[src/rtl/mem_wb_stage.sv]
// MEM/WB pipeline stage: performs the dcache access for the EX/MEM record and registers the MEM/WB latch.
// Also owns the sticky processor halt and the access and stall performance counters.
package mem_wb_pkg;

  typedef struct packed {
    logic        RegWrite;
    logic        MemToReg;
    logic        dREN;
    logic        dWEN;
    logic        halt;
    logic [4:0]  wsel;
    logic [31:0] npc;
    logic [31:0] aluOut;
    logic [31:0] dmemaddr;
    logic [31:0] dmemstore;
  } ex_mem_t;

  typedef struct packed {
    logic        RegWrite;
    logic        MemToReg;
    logic        halt;
    logic [4:0]  wsel;
    logic [31:0] npc;
    logic [31:0] aluOut;
    logic [31:0] dmemload;
  } mem_wb_t;

endpackage

module mem_wb_stage
  import mem_wb_pkg::*;
#(
  parameter int CNT_W      = 32,
  parameter int HALT_DRAIN = 1
) (
  input  logic             CLK,
  input  logic             nRST,
  input  ex_mem_t          exmem_i,
  input  logic             exmem_valid,
  input  logic             dhit,
  input  logic [31:0]      dmemload,
  output logic             dmemREN,
  output logic             dmemWEN,
  output logic [31:0]      dmemaddr,
  output logic [31:0]      dmemstore,
  output logic             mem_stall,
  output mem_wb_t          memwb_o,
  output logic             halt,
  output logic [CNT_W-1:0] acc_count,
  output logic [CNT_W-1:0] stall_count
);

  localparam int DW = (HALT_DRAIN > 1) ? $clog2(HALT_DRAIN) : 1;

  typedef enum logic [1:0] {
    IDLE   = 2'd0,
    ACCESS = 2'd1,
    DRAIN  = 2'd2,
    HALTED = 2'd3
  } state_t;

  state_t            state_q, state_d;
  logic [DW-1:0]     drain_cnt_q, drain_cnt_d;
  logic              halt_q, halt_d;
  mem_wb_t           memwb_q, memwb_d;
  logic [CNT_W-1:0]  acc_q, acc_d;
  logic [CNT_W-1:0]  stall_q, stall_d;

  logic              req_ok;
  logic              req_active;
  mem_wb_t           copy_rec;

  // Requests are gated by nRST so they drop the moment reset is asserted.
  always_comb begin
    req_ok     = nRST & exmem_valid & ((state_q == IDLE) | (state_q == ACCESS));
    dmemREN    = req_ok & exmem_i.dREN;
    dmemWEN    = req_ok & exmem_i.dWEN & ~exmem_i.dREN;
    req_active = dmemREN | dmemWEN;
    mem_stall  = req_active & ~dhit;
    dmemaddr   = exmem_i.dmemaddr;
    dmemstore  = exmem_i.dmemstore;
  end

  always_comb begin
    copy_rec          = '0;
    copy_rec.RegWrite = exmem_i.RegWrite;
    copy_rec.MemToReg = exmem_i.MemToReg;
    copy_rec.halt     = exmem_i.halt;
    copy_rec.wsel     = exmem_i.wsel;
    copy_rec.npc      = exmem_i.npc;
    copy_rec.aluOut   = exmem_i.aluOut;
    copy_rec.dmemload = exmem_i.dREN ? dmemload : 32'd0;
  end

  always_comb begin
    state_d     = state_q;
    drain_cnt_d = drain_cnt_q;
    halt_d      = halt_q;
    memwb_d     = memwb_q;
    unique case (state_q)
      IDLE, ACCESS: begin
        if (mem_stall) begin
          memwb_d = '0;
          state_d = ACCESS;
        end else begin
          state_d = IDLE;
          if (exmem_valid) begin
            memwb_d = copy_rec;
            // A halt record leaves this stage only once its own access (if any) is done.
            if (exmem_i.halt) begin
              drain_cnt_d = '0;
              if (HALT_DRAIN == 0) begin
                state_d = HALTED;
                halt_d  = 1'b1;
              end else begin
                state_d = DRAIN;
              end
            end
          end else begin
            memwb_d = '0;
          end
        end
      end
      DRAIN: begin
        memwb_d = '0;
        if (drain_cnt_q == DW'(HALT_DRAIN - 1)) begin
          state_d = HALTED;
          halt_d  = 1'b1;
        end else begin
          drain_cnt_d = drain_cnt_q + 1'b1;
        end
      end
      HALTED: begin
        state_d = HALTED;
      end
      default: state_d = IDLE;
    endcase
  end

  // Counters saturate; in HALTED no request or stall exists, so they freeze naturally.
  always_comb begin
    acc_d   = acc_q;
    stall_d = stall_q;
    if (req_active && dhit && (acc_q != {CNT_W{1'b1}}))
      acc_d = acc_q + 1'b1;
    if (mem_stall && (stall_q != {CNT_W{1'b1}}))
      stall_d = stall_q + 1'b1;
  end

  always_ff @(posedge CLK or negedge nRST) begin
    if (!nRST) begin
      state_q     <= IDLE;
      drain_cnt_q <= '0;
      halt_q      <= 1'b0;
      memwb_q     <= '0;
      acc_q       <= '0;
      stall_q     <= '0;
    end else begin
      state_q     <= state_d;
      drain_cnt_q <= drain_cnt_d;
      halt_q      <= halt_d;
      memwb_q     <= memwb_d;
      acc_q       <= acc_d;
      stall_q     <= stall_d;
    end
  end

  assign memwb_o     = memwb_q;
  assign halt        = halt_q;
  assign acc_count   = acc_q;
  assign stall_count = stall_q;

endmodule

[config.mk]
export PLATFORM = sky130hd
export DESIGN_NAME = mem_wb_stage
export DESIGN_NICKNAME = d
export VERILOG_FILES = /design/src/rtl/mem_wb_stage.sv
export SDC_FILE = /design/constraint.sdc
export NUM_CORES = 1
export LEC_CHECK = 0
export CAP_MARGIN = 10
export CORE_AREA = 2 2 159 161
export DETAILED_ROUTE_END_ITERATION = 10
export DIE_AREA = 0 0 161 163
export PLACE_DENSITY = 0.76
export SLEW_MARGIN = 20
export SYNTH_ARGS = -nofsm -noshare
export SYNTH_HDL_FRONTEND = slang
export SYNTH_SLANG_ARGS = --single-unit
[constraint.sdc]
create_clock -name CLK -period 2.6 [get_ports CLK]
set_input_delay 0.26 -clock CLK [delete_from_list [all_inputs] [get_ports CLK]]
set_output_delay 0.26 -clock CLK [all_outputs]
set_load 0.005 [all_outputs]
## After elaboration in Yosys (flattened, before gate mapping)

Index checks and enable logic that the tools add are counted.

- Equal/unequal tests: 9
- Add/sub/neg operators: 3
- Bitwise logic cells: 11
- Multiplexer cells: 14
- Reduce and logical (&&, ||, !) cells: 8

Operators with widths:

| cell | count |
|---|---|
| 104-bit two-way mux | 2 |
| 104-bit one-hot mux with 2 select lines | 1 |
| 32-bit by 1-bit adder with 32-bit output (second input constant) | 2 |
| 32-bit != test (second input constant) | 2 |
| 32-bit two-way mux | 1 |
| 2-bit two-way mux | 4 |
| 2-bit != test (second input constant) | 4 |
| 1-bit AND | 6 |
| 2-bit one-hot mux with 3 select lines | 1 |
| 2-bit equality test (second input constant) | 2 |
| 1-bit two-way mux | 4 |
| 4-bit AND reduction | 1 |
| 1-bit logical AND | 3 |
| 1-bit inverter | 3 |
| 2-bit by 1-bit equality test with 1-bit output (second input constant) | 1 |
| 2-bit zero test | 1 |
| 1-bit OR | 2 |
| 1-bit one-hot mux with 2 select lines | 1 |
| 2-bit AND reduction | 1 |
| 2-bit nonzero test | 1 |
| 2-bit OR reduction | 1 |
| 1-bit adder (second input constant) | 1 |

- Output and inout port bits: 236
- Input bits: 174
- Register bits: 172

## Depth between registers and ports, before layout

- Word-level depth: 9
- Mapped depth: 7

## Worst setup path before layout

Ideal clock, no wire load.

- Path kind: reg-to-reg
- Start: register state_q[1]
- End: register stall_q[28] (netlist: stall_count[28])
- Stages on the path, launching flop included: 7
- Setup slack: 487 ps
- Library setup time: 79 ps
- Path buffers: 1
- Arrival time: 2034 ps
- Path through: dfrtp_1 > nand3b_4 > or4_1 > buf_2 > or4_4 > nor3_2 > xor2_1

- Cells in the longest elaborated chain, start to end: 8
- Elaborated cells between the ends (all ways): 10
- Those cells by class: eq/ne: 1; bitwise: 7; reduce/logical: 2

Ends and longest elaborated chain:

| element | RTL line | source |
|---|---|---|
| start, declared | 62 | `state_t state_q, state_d;` |
| start signal, assigned | 159 | `state_q <= state_d;` |
| 2-bit by 1-bit equality test with 1-bit output / 2-bit zero test (equally long branches) | 75 | `req_ok = nRST & exmem_valid & ((state_q == IDLE) \| (state_q == ACCESS));` |
| 1-bit OR (*) | 75 |  |
| 1-bit AND (*) | 75 |  |
| 1-bit AND (2 in series) | 77 | `dmemWEN = req_ok & exmem_i.dWEN & ~exmem_i.dREN;` |
| 1-bit OR (*) | 78 | `req_active = dmemREN \| dmemWEN;` |
| 1-bit AND (*) | 79 | `mem_stall = req_active & ~dhit;` |
| 1-bit logical AND (*) | 146 | `if (mem_stall && (stall_q != {CNT_W{1'b1}}))` |
| end signal, assigned | 164 | `stall_q <= stall_d;` |
| end, declared | 67 | `logic [CNT_W-1:0] stall_q, stall_d;` |

Every way passes the cells marked *; elsewhere a longest branch is shown, timed or not.
A chain may end at the register's enable or synchronous reset.

## Final worst setup path

- Start: register state_q[1]
- End: output port mem_stall

- Cells in the longest elaborated chain, start to end: 7
- Elaborated cells between the ends (all ways): 9
- Those cells by class: eq/ne: 1; bitwise: 7; reduce/logical: 1

Ends and longest elaborated chain:

| element | RTL line | source |
|---|---|---|
| 2-bit by 1-bit equality test with 1-bit output / 2-bit zero test (equally long branches) | 75 |  |
| 1-bit OR (*) | 75 |  |
| 1-bit AND (*) | 75 |  |
| 1-bit AND (2 in series) | 77 |  |
| 1-bit OR (*) | 78 |  |
| 1-bit AND (*) | 79 |  |
| end, declared | 46 | `output logic mem_stall,` |

Marked as above.

==> metrics.yaml <==
final_hold_viol_count: 0
die_w_um: 161
synth_compound_area_share_pct: 13.42
syn-num-nets: 798
seq_area_frac_synth_pct: 57.71
critPathLaunchType: "flip-flop"
grt_setup_unrepaired: "false"
antenna_found_initial: 0
grt_usage_pct: 16.29
status: "finished, final reports clean"
die_area_sq_mm: 0.02624
yosys.area_share.simple_pct: 12.44
finalMaxSlewViolations: 0
slowest_stage: "clkdlybuf4s50_1"
grt_max_degree: 172
cts_made_buffers: 17
synth_top_family_by_area: "compound AO/OA/AOI/OAI gates"
path_cells: "nand3b_4 -> buf_4 -> or2_2 -> inv_1 -> clkdlybuf4s50_1"
drt_iter0_markers: 430
finalNonFillerCells: 1190
via_count: 5779
tns_ns: 0
maxCapViolations: 0
synth_xor_area_share_pct: 7.087
cts.clk_slew.worst_paths_ns: 0.08
ys_types: 41
fp-row-count: 58
htree_levels: 4
drive_gt1_share_pct: 7.558
synthMuxAreaShare_pct: 0.4387
layout_common_cells: "clkdlybuf4s50_1 (280), dfrtp_1 (171), a22o_1 (103)"
setup_slack_ns: 0.2043
worst_hold_slack_ns: 0.07627
finalCritPeriodShare_pct: 92.14
layout_commonest_cell: "clkdlybuf4s50_1"
cts.repair.resized: 0
dpl.cell_count: 1158
max_stage_delay_ns: 0.50
end_kind: "primary output"
synthAdderAreaFrac_pct: 0.3375
worst_clock_skew_ns: 0.01327
postCtsHoldBufs: 0
detail-route-antenna-nets: 0
postCtsSetupBuffers: 0
synth.avg_cell_area_sq_um: 11.92
cts_tree: "yes"
diodes: 0
grt.overflow.total: 0
fin_area_sq_mm: 0.01082
worstHoldPathType: "in2async"
root_buffer: "clkbuf_16"
clock_sinks: 171
ff_latch_area_sq_mm: 0.004279
ios: 410
multiInputGateArea_sq_mm: 0.002515
routabilityCongestion: 0.8301
portBuffers: 281
synth_ff_type: "dfrtp_1"
routedWlPerCell_um: 18.13
p_per_area_mw_per_mm2: 594.5
grt_pass1_vias: 5912
fp.dieH_um: 163
clk_path_buf_depth: 2
placed_cell_area_sq_mm: 0.01024
cp.required_ns: 2.34
dp_hpwl_um: 15350
drt-vias-per-instance: 4.856
path_class: "reg2out"
setup_viol: 0
fin_nets: 1023
area_delta_synth_final_pct: 45.98
max_freq_ghz: 0.4174
grt_pass1_wl_um: 33780
max_slew_margin_pct: 38.89
syn-cell-area_sq_mm: 0.007415
power_leakage_nw: 4.767
ys_seq_elements: 171
n_fill_cell: 2320
yosysWarnings: 0
period_needed_ns: 2.396
drc: 0
dp_slack_ns: 0.08496
wirelength_um: 21580
synth-async-reset-ratio_pct: 100.0
worstMarginPinSlew_ns: 0.9167
synth_edf_count: 0
irDropWorstVdd_mv: 0.3631
crit_arrival_ns: 2.14
start_util_pct: 30.05
critPathMaxFanout: 6
syn_inst: 622
clock_latency_ns: 0.42
drt_first_pass_iters: 4
coreArea_sq_mm: 0.02467
-- layout make-up --
| class | instances | area share [%] |
|---|---|---|
| clock buffer | 18 | 4.057 |
| clock inverter | 14 | 1.364 |
| inverter | 9 | 0.3121 |
| multi-input combinational | 348 | 23.23 |
| sequential | 171 | 39.53 |
| tap | 330 | 3.815 |
| timing repair buffer | 300 | 27.68 |
-- state kept, by name (all words and copies together) (netlist names) --
register / cells
memwb_o: 104
acc_count: 32
stall_count: 32
state_q: 2
halt: 1
-- synthesized netlist by cell type (all sizes together), types with 9 or more instances --
| cell | count | area [sq um] |
|---|---|---|
| xor2 | 38 | 332.8 |
| xnor2 | 22 | 192.7 |
| dfrtp | 171 | 4279 |
| nand2 | 34 | 127.6 |
| nor4 | 9 | 71.32 |
| nor3 | 26 | 135.1 |
| nor2 | 22 | 82.58 |
| nand4 | 23 | 143.9 |
| clkbuf | 25 | 93.84 |
| nand3 | 21 | 105.1 |
| inv | 9 | 33.78 |
| a22o | 103 | 902.1 |
| buf | 69 | 508.0 |
-- path summary, 6_finish.rpt --
check,from,end,slack (ns),cells after the start
setup / recovery,state_q[1],mem_stall,0.20,5
setup reg to reg,acc_count[0],acc_count[1],0.32,7
max in group asynchronous,nRST,memwb_o[81],1.87,2
min in group CLK,exmem_i[104],memwb_o[72],0.43,2
hold / removal,nRST,acc_count[9],0.08,2
hold reg to reg,halt,halt,0.46,1
-- cells by family (layout without fill, tap and decap cells) --
family,count (synthesis),in the layout
adder cells (fa/ha/maj),2,2
AO/OA/AOI/OAI,115,115
multiplexers,3,3
AND/OR/NAND/NOR,168,168
buffers and inverters,103,341
flip-flops,171,171
XOR/XNOR,60,60
-- per-layer routing --
metal	wire length, um	share of wire [%]	track usage (%)	up-vias
met5	0	0	0	-
met2	10590	49	27.23	192
met1	9274	43	20.65	2926
met4	379	1.8	5.357	0
met3	1335	6.2	4.202	26
li1	-	-	-	2635
-- worst max-delay path, delay by kind of cell, from the launching register on --
family,cells,cell delay [ns]
buffers and inverters,3,0.75
DFF,1,0.44
and+or+nand+nor,2,0.53
-- power breakdown --
part | leakage, nW | total, mW | switching, mW | internal (mW)
Clock | 0.289 | 2.55 | 1.23 | 1.32
Combinational | 2.15 | 0.897 | 0.274 | 0.623
Sequential | 2.32 | 2.99 | 0.130 | 2.86
Total | 4.77 | 6.43 | 1.64 | 4.80
-- metrics by stage --
step / util, % / total power [mW]
after floorplan: - / 3.305
after global placement: 41.49 / 3.935
after detailed placement: 41.49 / 3.948
after CTS: 43.87 / 6.540
after global routing: 43.87 / 6.729
final: 43.87 / 6.435
(Power assumes the default switching activity.)
